**config.mk**
```make
export PLATFORM = sky130hd
export DESIGN_NAME = instr_fetch
export DESIGN_NICKNAME = d
export VERILOG_FILES = /design/src/rtl/risc_pkg.sv /design/src/rtl/pc_counter.sv /design/src/rtl/instr_fetch.sv
export SDC_FILE = /design/constraint.sdc
export NUM_CORES = 1
export LEC_CHECK = 0
export ABC_CLOCK_PERIOD_IN_PS = 1400
export BUFFER_PORTS_ARGS = -buffer_cell sky130_fd_sc_hd__buf_2
export CORE_MARGIN = 2
export CORE_UTILIZATION = 44
export CTS_CLUSTER_DIAMETER = 150
export CTS_CLUSTER_SIZE = 20
export DETAILED_ROUTE_END_ITERATION = 10
export GPL_TIMING_DRIVEN = 0
export PLACE_DENSITY_LB_ADDON = 0.05
export SETUP_SLACK_MARGIN = 0.15
export SKIP_LAST_GASP = 1
export SLEW_MARGIN = 15
export SYNTH_ARGS = -nofsm -noshare
export SYNTH_HDL_FRONTEND = slang
export SYNTH_SLANG_ARGS = --single-unit
```
**constraint.sdc**
```tcl
create_clock -name clk -period 1.4 [get_ports clk]
set_input_delay 0.14 -clock clk [delete_from_list [all_inputs] [get_ports clk]]
set_output_delay 0.14 -clock clk [all_outputs]
set_load 0.05 [all_outputs]
```
**src/rtl/risc_pkg.sv**
```systemverilog
// Shared definitions for the RISC core: opcode map, fetch FSM encoding and
// the operand-length helper used by fetch and decode.
package risc_pkg;

  localparam logic [3:0] OP_NOP = 4'h0;
  localparam logic [3:0] OP_LDO = 4'h1;
  localparam logic [3:0] OP_LDA = 4'h2;
  localparam logic [3:0] OP_STO = 4'h3;
  localparam logic [3:0] OP_PRE = 4'h4;
  localparam logic [3:0] OP_ADD = 4'h5;
  localparam logic [3:0] OP_LDM = 4'h6;
  localparam logic [3:0] OP_HLT = 4'h7;
  localparam logic [3:0] OP_AND = 4'h8;
  localparam logic [3:0] OP_OR  = 4'h9;
  localparam logic [3:0] OP_XOR = 4'hA;
  localparam logic [3:0] OP_SUB = 4'hB;
  localparam logic [3:0] OP_INC = 4'hC;
  localparam logic [3:0] OP_DEC = 4'hD;

  typedef enum logic [1:0] {
    ST_FETCH_OP  = 2'd0,
    ST_FETCH_ARG = 2'd1,
    ST_HOLD      = 2'd2,
    ST_HALT      = 2'd3
  } fetch_state_e;

  // Only the memory-access opcodes carry an operand byte; undefined opcodes are single-byte.
  function automatic logic has_operand(input logic [3:0] op);
    logic res;
    case (op)
      OP_LDO, OP_LDA, OP_STO: res = 1'b1;
      default:                res = 1'b0;
    endcase
    return res;
  endfunction

endpackage

```
**src/rtl/pc_counter.sv**
```systemverilog
// Program counter: async clear, synchronous load of a redirect target, and
// a wrapping increment.
module pc_counter import risc_pkg::*; #(
  parameter int AW = 8
) (
  input  logic          clk,
  input  logic          rst_n,
  input  logic          load,
  input  logic [AW-1:0] load_addr,
  input  logic          inc,
  output logic [AW-1:0] pc
);

  logic [AW-1:0] pc_r;

  // Load beats increment so a redirect never advances past its target.
  always_ff @(posedge clk or negedge rst_n) begin
    if (!rst_n) begin
      pc_r <= {AW{1'b0}};
    end else if (load) begin
      pc_r <= load_addr;
    end else if (inc) begin
      pc_r <= pc_r + {{(AW-1){1'b0}}, 1'b1};
    end else begin
      pc_r <= pc_r;
    end
  end

  assign pc = pc_r;

endmodule

```
**src/rtl/instr_fetch.sv**
```systemverilog
// Fetch stage: walks the program ROM, assembles one/two-byte instructions and
// hands them to the decoder over valid/ready; honours redirects and HLT.
module instr_fetch import risc_pkg::*; #(
  parameter int AW = 8,
  parameter int DW = 8
) (
  input  logic          clk,
  input  logic          rst_n,
  input  logic [DW-1:0] rom_data,
  output logic [AW-1:0] rom_addr,
  output logic          rom_read,
  output logic          rom_ena,
  output logic [DW-1:0] ir_op,
  output logic [DW-1:0] ir_arg,
  output logic [AW-1:0] ir_pc,
  output logic          ir_valid,
  input  logic          ir_ready,
  input  logic          jmp_en,
  input  logic [AW-1:0] jmp_addr,
  output logic          halted
);

  fetch_state_e  state_r;
  logic [AW-1:0] pc_s;
  logic [DW-1:0] ir_op_r;
  logic [DW-1:0] ir_arg_r;
  logic [AW-1:0] ir_pc_r;
  logic          fetching_s;
  logic          pc_inc_s;

  assign fetching_s = (state_r == ST_FETCH_OP) || (state_r == ST_FETCH_ARG);
  assign pc_inc_s   = fetching_s && !jmp_en;

  pc_counter #(.AW(AW)) u_pc (
    .clk       (clk),
    .rst_n     (rst_n),
    .load      (jmp_en),
    .load_addr (jmp_addr),
    .inc       (pc_inc_s),
    .pc        (pc_s)
  );

  // Fetch FSM and instruction register; a redirect overrides every state.
  always_ff @(posedge clk or negedge rst_n) begin
    if (!rst_n) begin
      state_r  <= ST_FETCH_OP;
      ir_op_r  <= {DW{1'b0}};
      ir_arg_r <= {DW{1'b0}};
      ir_pc_r  <= {AW{1'b0}};
    end else if (jmp_en) begin
      state_r  <= ST_FETCH_OP;
    end else begin
      case (state_r)
        ST_FETCH_OP: begin
          ir_op_r <= rom_data;
          ir_pc_r <= pc_s;
          if (has_operand(rom_data[DW-1 -: 4])) begin
            state_r <= ST_FETCH_ARG;
          end else begin
            ir_arg_r <= {DW{1'b0}};
            state_r  <= ST_HOLD;
          end
        end
        ST_FETCH_ARG: begin
          ir_arg_r <= rom_data;
          state_r  <= ST_HOLD;
        end
        ST_HOLD: begin
          if (ir_ready) begin
            state_r <= (ir_op_r[DW-1 -: 4] == OP_HLT) ? ST_HALT : ST_FETCH_OP;
          end else begin
            state_r <= ST_HOLD;
          end
        end
        ST_HALT: begin
          state_r <= ST_HALT;
        end
        default: begin
          state_r <= ST_FETCH_OP;
        end
      endcase
    end
  end

  // Strobes are masked while reset is held so the ROM sees no access then.
  assign rom_read = fetching_s && rst_n;
  assign rom_ena  = rom_read;
  assign rom_addr = pc_s;
  assign ir_op    = ir_op_r;
  assign ir_arg   = ir_arg_r;
  assign ir_pc    = ir_pc_r;
  assign ir_valid = (state_r == ST_HOLD);
  assign halted   = (state_r == ST_HALT);

endmodule

```
==> results.sh, run 1 <==
export IMPL_status="finished with violations"
export IMPL_violations="negative hold slack, negative setup slack"
export IMPL_period_share_pct=107
export IMPL_drt_met1_wl_um=1630
export IMPL_final_util_pct=67.8
export IMPL_post_drt_wl_per_cell_um=15.1
export IMPL_hpwlAfterDp_um=2480
export IMPL_min_path_type="input port to async pin"
export IMPL_die_area_um2=4070
export IMPL_cts_clk_slew_worst_paths_ns=0.10
export IMPL_drtAntennaViolNets=0
export IMPL_p_sw_w=0.00130
export IMPL_numCtsBuffers=5
export IMPL_syn_area_um2=1570
export IMPL_p_total_w=0.00313
export IMPL_tightestPinTransition_ns=0.777
export IMPL_rsz0062_at_grt="true"
export IMPL_yosysWarnings=0
export IMPL_yosysUniqueCellTypes=30
export IMPL_vdd_drop_max_mv=0.737
export IMPL_grt_start_max_net_pins=36
export IMPL_ctsHtreeMaxLevel=2
export IMPL_fin_ws_ns=-0.102
export IMPL_crit_fanout=6
export IMPL_required_ns=1.26
export IMPL_hold_viol=34
export IMPL_p_int_w=0.00183
export IMPL_place_congestion=0.802
export IMPL_p_seq_share_pct=40.6
export IMPL_final_cells=262
export IMPL_min_period_ns=1.50
export IMPL_combinationalPowerShare_pct=40.8
export IMPL_clk_path_buf_depth=2
export IMPL_slew_headroom_pct=48.2
export IMPL_via_per_inst=5.00
export IMPL_start_util_pct=46.4
export IMPL_drive_above_1_share_pct=57.9
export IMPL_criticalPathCategory="flop to output port"
export IMPL_place_ws_ns=-0.148
export IMPL_grt_pass1_wl_um=6300
export IMPL_max_cap_violations=0
export IMPL_syn_avg_cell_area_um2=11.7
export IMPL_whs_ns=-0.135
export IMPL_insertion_delay_ns=0.34
export IMPL_die_h_um=63.8
export IMPL_regToRegSetupSlack_ns=-0.09
export IMPL_ys_seq_area_share_pct=54.1
export IMPL_io_buffers=55
export IMPL_cts_root_buf="clkbuf_4"
export IMPL_synth_fp_nets=155
export IMPL_antenna_cells=0
export IMPL_num_vias=1311
export IMPL_dr_first_iter_drc_count=70
export IMPL_antenna_found_initial=0
export IMPL_tritoncts="built"
export IMPL_drt_first_pass_iters=6
export IMPL_met2WireLength_um=2050
export IMPL_finalWirelength_um=3970
export IMPL_clockPowerShare_pct=18.6
export IMPL_top_layer_used="met4"
export IMPL_row_count=21
export IMPL_syn_to_final_growth_pct=46.1
export IMPL_post_route_drc_count=0
export IMPL_coreArea_um2=3390
export IMPL_setup_viol=26
export IMPL_cts_sinks=34
export IMPL_syn_inst=134
export IMPL_fmax_mhz=666
export IMPL_finClkSkew_ns=0.0120
export IMPL_nets=236
export IMPL_grt_pass1_vias=1288
export IMPL_arrival_ns=1.36
export IMPL_placed_cells=235
export IMPL_die_w_um=63.8
export IMPL_powerDensity_nw_per_um2=1360
export IMPL_worstSetupStartpointType="flop"
export IMPL_leakagePower_nw=1.12
export IMPL_gr_total_overflow=0
export IMPL_maxSlewViolCount=0
export IMPL_grt_use_total_pct=20.6
export IMPL_wl_met3_um=218
export IMPL_synth_seq_cells=34
export IMPL_switching_share_pct=41.5
export IMPL_ios=56
export IMPL_crit_path_end_kind="output port"
## final cells by class
class | instances | area [um^2]
Tap cell | 46 | 57.6
Clock buffer | 8 | 58.8
Fill cell | 272 | 1090
Inverter | 9 | 37.5
Multi-Input combinational cell | 85 | 742
Timing Repair Buffer | 74 | 482
Buffer | 6 | 61.3
Sequential cell | 34 | 861
## worst max-delay path, stage by stage, from the launching register on
cell	delay [ns]
dfrtp_2	0.42
buf_6	0.13
and2b_4	0.25
buf_8	0.09
buf_8	0.13
## state kept, by name, indices dropped and copies added, names as in the netlist
name,cells
ir_pc,8
ir_op,8
u_pc.pc,8
state_r,2
ir_arg,8
## per-layer routing
metal  global-route usage [%]  vias up
met4                     8.42        0
met5                        0        -
met1                     25.7      630
met3                     6.87        7
met2                     32.8       47
li1                         -      627
## power groups by stage
stage               combinational, W  clock (W)  sequential, W
finish                       0.00128   0.000582        0.00127
global route                 0.00134   0.000655        0.00129
CTS                          0.00122   0.000584        0.00126
detailed placement           0.00110          0        0.00129
global placement             0.00109          0        0.00127
floorplan                   0.000304          0        0.00180
## logic make-up after synthesis
family                   count (synthesis)  synth area share [%]
flip-flops                              34                  54.1
buffers and inverters                   15                  4.85
multiplexers                            21                  14.6
AO/OA/AOI/OAI                           15                  5.88
adder cells (fa/ha/maj)                  1                 0.795
XOR/XNOR                                 4                  2.23
AND/OR/NAND/NOR                         44                  17.6
## what timing repair did
item                       in CTS  in global routing
hold endpoints to repair       34                 36
setup buffers                  10                  6
cloned                          1                  0
setup endpoints to repair      32                 42
resized for setup              31                 23
pin swaps                       6                  4
## final timing paths
kind                                   from         end  depth (start not counted)
worst min register to register     ir_pc[5]    ir_pc[5]                          1
worst max register to register   state_r[1]  u_pc.pc[4]                          7
worst min-delay path                  rst_n  u_pc.pc[6]                          1
min in group clk                jmp_addr[2]  u_pc.pc[2]                          3
max in group asynchronous             rst_n  u_pc.pc[1]                          1
worst max-delay path             state_r[1]    rom_read                          4
## synthesized netlist by cell type
master | n | area share (%)
a211oi_1 | 1 | 0.48
buf_6 | 2 | 1.4
nand3b_1 | 1 | 0.48
nor2_1 | 1 | 0.24
o21ai_0 | 12 | 3.8
nand4b_1 | 1 | 0.56
nand3_1 | 9 | 2.9
nand4_1 | 1 | 0.40
a21boi_4 | 1 | 1.2
xor2_1 | 3 | 1.7
nor3_4 | 1 | 1.0
clkbuf_1 | 2 | 0.48
inv_1 | 9 | 2.1
buf_4 | 1 | 0.48
nand4b_4 | 1 | 1.5
or4_1 | 3 | 1.4
dfrtp_1 | 34 | 54
buf_2 | 1 | 0.32
nor2b_1 | 4 | 1.6
and2b_1 | 2 | 0.95
nor3_1 | 1 | 0.32
mux2i_1 | 5 | 3.2
nand2_1 | 16 | 3.8
nor4_4 | 1 | 1.4
xnor2_1 | 1 | 0.56
and4b_1 | 1 | 0.64
a31oi_1 | 1 | 0.40
ha_1 | 1 | 0.79
or2_2 | 1 | 0.40
mux2_2 | 16 | 11
## stage by stage
| step | hold WS (ns) | setup TNS (ns) | cell area (um^2) |
|---|---|---|---|
| 2_1_floorplan | -0.156 | 0 | 1610 |
| 3_3_place_gp | 0.241 | -1.47 | 1940 |
| 3_5_place_dp | 0.268 | -2.17 | 1940 |
| 4_1_cts | -0.113 | -0.683 | 2170 |
| 5_1_grt | -0.115 | -2.62 | 2300 |
| 6_report | -0.135 | -0.766 | 2300 |
## placed cells by master (no fill, tap or decap), types with 2 or more instances in the layout
cell and count:
clkbuf_4 11, nor2b_1 3, dfrtp_2 8, clkbuf_1 3, buf_4 14, dfrtp_1 26, buf_6 7, buf_2 46
dlygate4sd3_1 2, nand2_1 15, inv_1 8, mux2i_1 5, xor2_1 3, nand3_1 7, or4_4 2, o21ai_1 7
o21ai_0 3, mux2_4 10, buf_8 4, nand3_2 2, mux2_2 6, o21ai_2 2
No activity file was read; power rests on OpenSTA's default activity.
==> run 2, diff against run 1 <==
- CORE_UTILIZATION: 44 -> 46
- CTS_BUF_LIST: default -> sky130_fd_sc_hd__clkbuf_8
==> results.sh, run 2 (synthesis results as in run 1) <==
export IMPL_place_ws_ns=-0.158
export IMPL_num_vias=1350
export IMPL_start_util_pct=47.5
export IMPL_p_int_w=0.00201
export IMPL_fin_ws_ns=-0.0707
export IMPL_crit_chain="buf_6 > buf_4 > buf_6 > nor2b_4 > buf_6"
export IMPL_worstRegToRegCells=5
export IMPL_cts_clk_slew_worst_paths_ns=0.07
export IMPL_status="finished with violations"
export IMPL_powerDensity_nw_per_um2=1400
export IMPL_die_w_um=62.5
export IMPL_drive_above_1_share_pct=58.7
export IMPL_switching_share_pct=39.9
export IMPL_criticalPathCategory="flop to output port"
export IMPL_finClkSkew_ns=0.00647
export IMPL_cp_common_cell="buf_6"
export IMPL_vdd_drop_max_mv=0.711
export IMPL_crit_path_top_delay_cell="dfrtp_2"
export IMPL_cp_depth=5
export IMPL_die_area_um2=3910
export IMPL_cts_sinks=34
export IMPL_period_share_pct=105
export IMPL_p_seq_share_pct=37.8
export IMPL_violations="negative hold slack, negative setup slack"
export IMPL_row_count=21
export IMPL_drtAntennaViolNets=0
export IMPL_cp_startpoint="state_r[1]"
export IMPL_min_path_type="input port to async pin"
export IMPL_place_congestion=0.782
export IMPL_p_sw_w=0.00134
export IMPL_drt_first_pass_iters=4
export IMPL_setup_viol=21
export IMPL_antenna_cells=0
export IMPL_ctsHtreeMaxLevel=2
export IMPL_io_buffers=55
export IMPL_hpwlAfterDp_um=2370
export IMPL_arrival_ns=1.33
export IMPL_clockPowerShare_pct=22.7
export IMPL_antenna_found_initial=0
export IMPL_min_period_ns=1.47
export IMPL_crit_fanout=4
export IMPL_design_area_um2=2390
export IMPL_syn_to_final_growth_pct=52.1
export IMPL_crit_path_end="ir_valid"
export IMPL_slew_headroom_pct=68.6
export IMPL_regToRegSetupSlack_ns=-0.06
export IMPL_grt_start_max_net_pins=36
export IMPL_final_util_pct=72.3
export IMPL_post_drt_wl_per_cell_um=14.4
export IMPL_worstSetupStartpointType="flop"
export IMPL_insertion_delay_ns=0.29
export IMPL_coreArea_um2=3310
export IMPL_timing_setup_tns_ns=-0.858
export IMPL_p_total_w=0.00335
export IMPL_grt_pass1_vias=1217
export IMPL_required_ns=1.26
export IMPL_crit_path_end_kind="output port"
export IMPL_tritoncts="built"
export IMPL_via_per_inst=5.02
export IMPL_fmax_mhz=680
export IMPL_r2r_start="state_r[1]"
export IMPL_grt_pass1_wl_um=5730
export IMPL_final_cell_mix="buf_2 (51), dfrtp_1 (26), buf_4 (20)"
export IMPL_path_buf_inv=4
export IMPL_hold_viol=34
export IMPL_worst_path_dominant_cell_family="buffers and inverters"
export IMPL_ios=56
export IMPL_max_cap_violations=0
export IMPL_fill_cells=265
export IMPL_clk_path_buf_depth=2
export IMPL_regToRegEndpoint="u_pc.pc[6]"
export IMPL_maxSlewViolCount=0
export IMPL_combinationalPowerShare_pct=39.5
export IMPL_numCtsBuffers=5
export IMPL_final_common_cell="buf_2"
export IMPL_finalWirelength_um=3870
export IMPL_critical_path_max_stage_delay_ns=0.43
export IMPL_die_h_um=62.5
export IMPL_gr_total_overflow=0
export IMPL_nets=243
export IMPL_whs_ns=-0.168
export IMPL_rsz0062_at_grt="true"
export IMPL_tightestPinTransition_ns=0.471
export IMPL_cts_root_buf="clkbuf_8"
export IMPL_grt_use_total_pct=18.9
export IMPL_leakagePower_nw=1.19
export IMPL_post_route_drc_count=0
export IMPL_place_area_um2=1940
export IMPL_dr_first_iter_drc_count=59
run 2: changes by cell type in the layout (fill, tap and decap cells not counted), sizes merged:
cell,before,now
buf,71,85
clkbuf,15,8
dlygate4sd3,2,0
clkinv,0,1
clkinvlp,1,2
run 2: worst min path at each step:
stage,to,depth (start not counted)
CTS,u_pc.pc[7],1
global route,u_pc.pc[4],1
floorplan,ir_arg[0],0
detailed placement,ir_pc[0],1
finish,u_pc.pc[4],1
global placement,u_pc.pc[0],1
run 2: layout make-up:
cell class	instances	area, um^2	share of cell area, %
Sequential cell	34	861	36.0
Buffer	6	61.3	2.56
Timing Repair Buffer	81	528	22.1
Tap cell	46	57.6	2.40
Inverter	9	37.5	1.57
Multi-Input combinational cell	85	753	31.5
Clock buffer	6	82.6	3.45
Clock inverter	2	12.5	0.523
run 2: power groups by stage:
stage               logic (W)  clock network [W]  registers (W)
CTS                   0.00118           0.000777        0.00126
global placement      0.00109                  0        0.00127
floorplan            0.000304                  0        0.00180
global route          0.00138           0.000824        0.00129
finish                0.00132           0.000760        0.00127
detailed placement    0.00110                  0        0.00128
run 2: routing by layer:
metal	global-route usage (%)	wire length [um]	up-vias	share of wire, %
met1	23.4	1600	654	41
met3	4.50	273	11	7.1
met4	9.17	109	0	2.8
met2	31.2	1890	51	49
li1	-	-	634	-
met5	0	0	-	0
run 2: timing repair:
action                                  in CTS  in global routing
gates cloned                                 0                  1
hold endpoints to repair                    34                 34
gates resized for setup                     17                 35
pin swaps                                    6                  8
buffers inserted                            10                 15
endpoints found under the setup margin      32                 34
run 2: worst reg2reg max path, cell delays in order (launching register included):
cell      delay, ns
dfrtp_2        0.43
buf_6          0.13
buf_6          0.11
nand3b_1       0.16
or4_1          0.47
nand3_1        0.10
run 2: stage by stage:
step	instances	hold slack, ns
6_report	269	-0.168
5_1_grt	269	-0.154
4_1_cts	253	-0.0557
3_5_place_dp	235	0.259
3_3_place_gp	235	0.245
2_1_floorplan	134	-0.156
==> run 3, diff against run 2 <==
- SKIP_LAST_GASP: 1 -> default
==> results.sh, run 3 (synthesis results as in run 1) <==
export IMPL_num_vias=1325
export IMPL_violations="negative hold slack, negative setup slack"
export IMPL_via_per_inst=4.93
export IMPL_setup_viol=9
export IMPL_cts_root_buf="clkbuf_8"
export IMPL_start_util_pct=47.5
export IMPL_crit_chain="buf_6 > buf_4 > buf_6 > nor2b_4 > buf_6"
export IMPL_gr_total_overflow=0
export IMPL_crit_path_end_kind="output port"
export IMPL_regToRegSetupSlack_ns=-0.08
export IMPL_io_buffers=55
export IMPL_min_path_type="input port to async pin"
export IMPL_slew_headroom_pct=68.8
export IMPL_die_h_um=62.5
export IMPL_numCtsBuffers=5
export IMPL_nets=243
export IMPL_grt_use_total_pct=18.9
export IMPL_drtAntennaViolNets=0
export IMPL_grt_start_max_net_pins=36
export IMPL_hold_viol=34
export IMPL_syn_to_final_growth_pct=52.6
export IMPL_vdd_drop_max_mv=0.710
export IMPL_dr_first_iter_drc_count=63
export IMPL_die_w_um=62.5
export IMPL_cts_clk_slew_worst_paths_ns=0.07
export IMPL_placed_cells=235
export IMPL_final_cell_mix="buf_2 (51), dfrtp_1 (26), buf_4 (18)"
export IMPL_tritoncts="built"
export IMPL_period_share_pct=106
export IMPL_maxSlewViolCount=0
export IMPL_fin_ws_ns=-0.0905
export IMPL_final_common_cell="buf_2"
export IMPL_p_total_w=0.00337
export IMPL_critical_path_max_stage_delay_ns=0.44
export IMPL_coreArea_um2=3310
export IMPL_hpwlAfterDp_um=2370
export IMPL_required_ns=1.26
export IMPL_clk_path_buf_depth=2
export IMPL_fmax_mhz=671
export IMPL_ios=56
export IMPL_finClkSkew_ns=0.00663
export IMPL_crit_path_top_delay_cell="dfrtp_2"
export IMPL_row_count=21
export IMPL_grt_pass1_vias=1221
export IMPL_drt_first_pass_iters=4
export IMPL_drive_above_1_share_pct=59.2
export IMPL_crit_fanout=4
export IMPL_max_cap_violations=0
export IMPL_min_period_ns=1.49
export IMPL_whs_ns=-0.173
export IMPL_antenna_cells=0
export IMPL_ctsHtreeMaxLevel=2
export IMPL_criticalPathCategory="flop to output port"
export IMPL_post_drt_wl_per_cell_um=14.6
export IMPL_place_congestion=0.782
export IMPL_cp_common_cell="buf_6"
export IMPL_die_area_um2=3910
export IMPL_final_cells=269
export IMPL_powerDensity_nw_per_um2=1400
export IMPL_tightestPinTransition_ns=0.467
export IMPL_finalWirelength_um=3920
export IMPL_status="finished with violations"
export IMPL_post_route_drc_count=0
export IMPL_antenna_found_initial=0
export IMPL_arrival_ns=1.35
export IMPL_cts_sinks=34
export IMPL_worstSetupStartpointType="flop"
export IMPL_fill_cells=261
export IMPL_grt_pass1_wl_um=5750
export IMPL_rsz0062_at_grt="true"
export IMPL_leakagePower_nw=1.19
export IMPL_insertion_delay_ns=0.29
[run 3: timing repair]
action	4_1_cts	5_1_grt
pin swaps	6	9
buffers inserted	10	15
endpoints found under the setup margin	32	34
cloned	0	1
hold endpoints to repair	34	34
gates resized for setup	20	36
[run 3: through the flow]
stage / area (um^2) / TNS, ns / hold WS [ns] / worst slack (ns) / util [%]
floorplan: 1610 / 0 / -0.156 / 0.0212 / -
global placement: 1940 / -2.00 / 0.245 / -0.151 / 58.7
detailed placement: 1940 / -2.29 / 0.259 / -0.158 / 58.7
CTS: 2180 / -0.843 / -0.0557 / -0.0804 / 65.9
global route: 2400 / -1.12 / -0.149 / -0.116 / 72.6
finish: 2400 / -0.343 / -0.173 / -0.0905 / 72.6
[run 3: layout make-up]
| type | count | area (um^2) | share of cell area, % |
|---|---|---|---|
| sequential | 34 | 861 | 35.8 |
| multi-input combinational | 85 | 756 | 31.5 |
| timing repair buffer | 81 | 536 | 22.3 |
| clock buffer | 6 | 82.6 | 3.44 |
| buffer | 6 | 60.1 | 2.50 |
| tap | 46 | 57.6 | 2.40 |
| inverter | 9 | 37.5 | 1.56 |
| clock inverter | 2 | 12.5 | 0.521 |
[run 3: per-layer routing]
layer	up-vias	wire length, um	part of all wire (%)	track usage [%]
li1	635	-	-	-
met1	642	1690	43	23.5
met2	40	1940	50	31.2
met3	8	210	5.4	4.50
met4	0	77	2.0	9.17
met5	-	0	0	0
[run 3: worst max-delay path: cells and delay by family, from the launching register on]
family                 cells  cell delay [ns]
buffers and inverters      4             0.52
flip-flops                 1             0.44
AND/OR/NAND/NOR            1             0.12
[run 3: power by group]
group	total (W)	internal (W)	leakage [nW]	switching [W]
Clock	0.000773	0.000395	0.0472	0.000377
Sequential	0.00127	0.00114	0.415	0.000130
Combinational	0.00133	0.000483	0.730	0.000845
[run 3: final timing paths]
check | cells after the start | from | end
max reg2reg | 5 | state_r[1] | u_pc.pc[6]
min reg2reg | 1 | ir_pc[6] | ir_pc[6]
max | 5 | state_r[1] | ir_valid
min in group clk | 3 | jmp_addr[4] | u_pc.pc[4]
max in group asynchronous | 1 | rst_n | state_r[1]
min | 1 | rst_n | ir_pc[0]
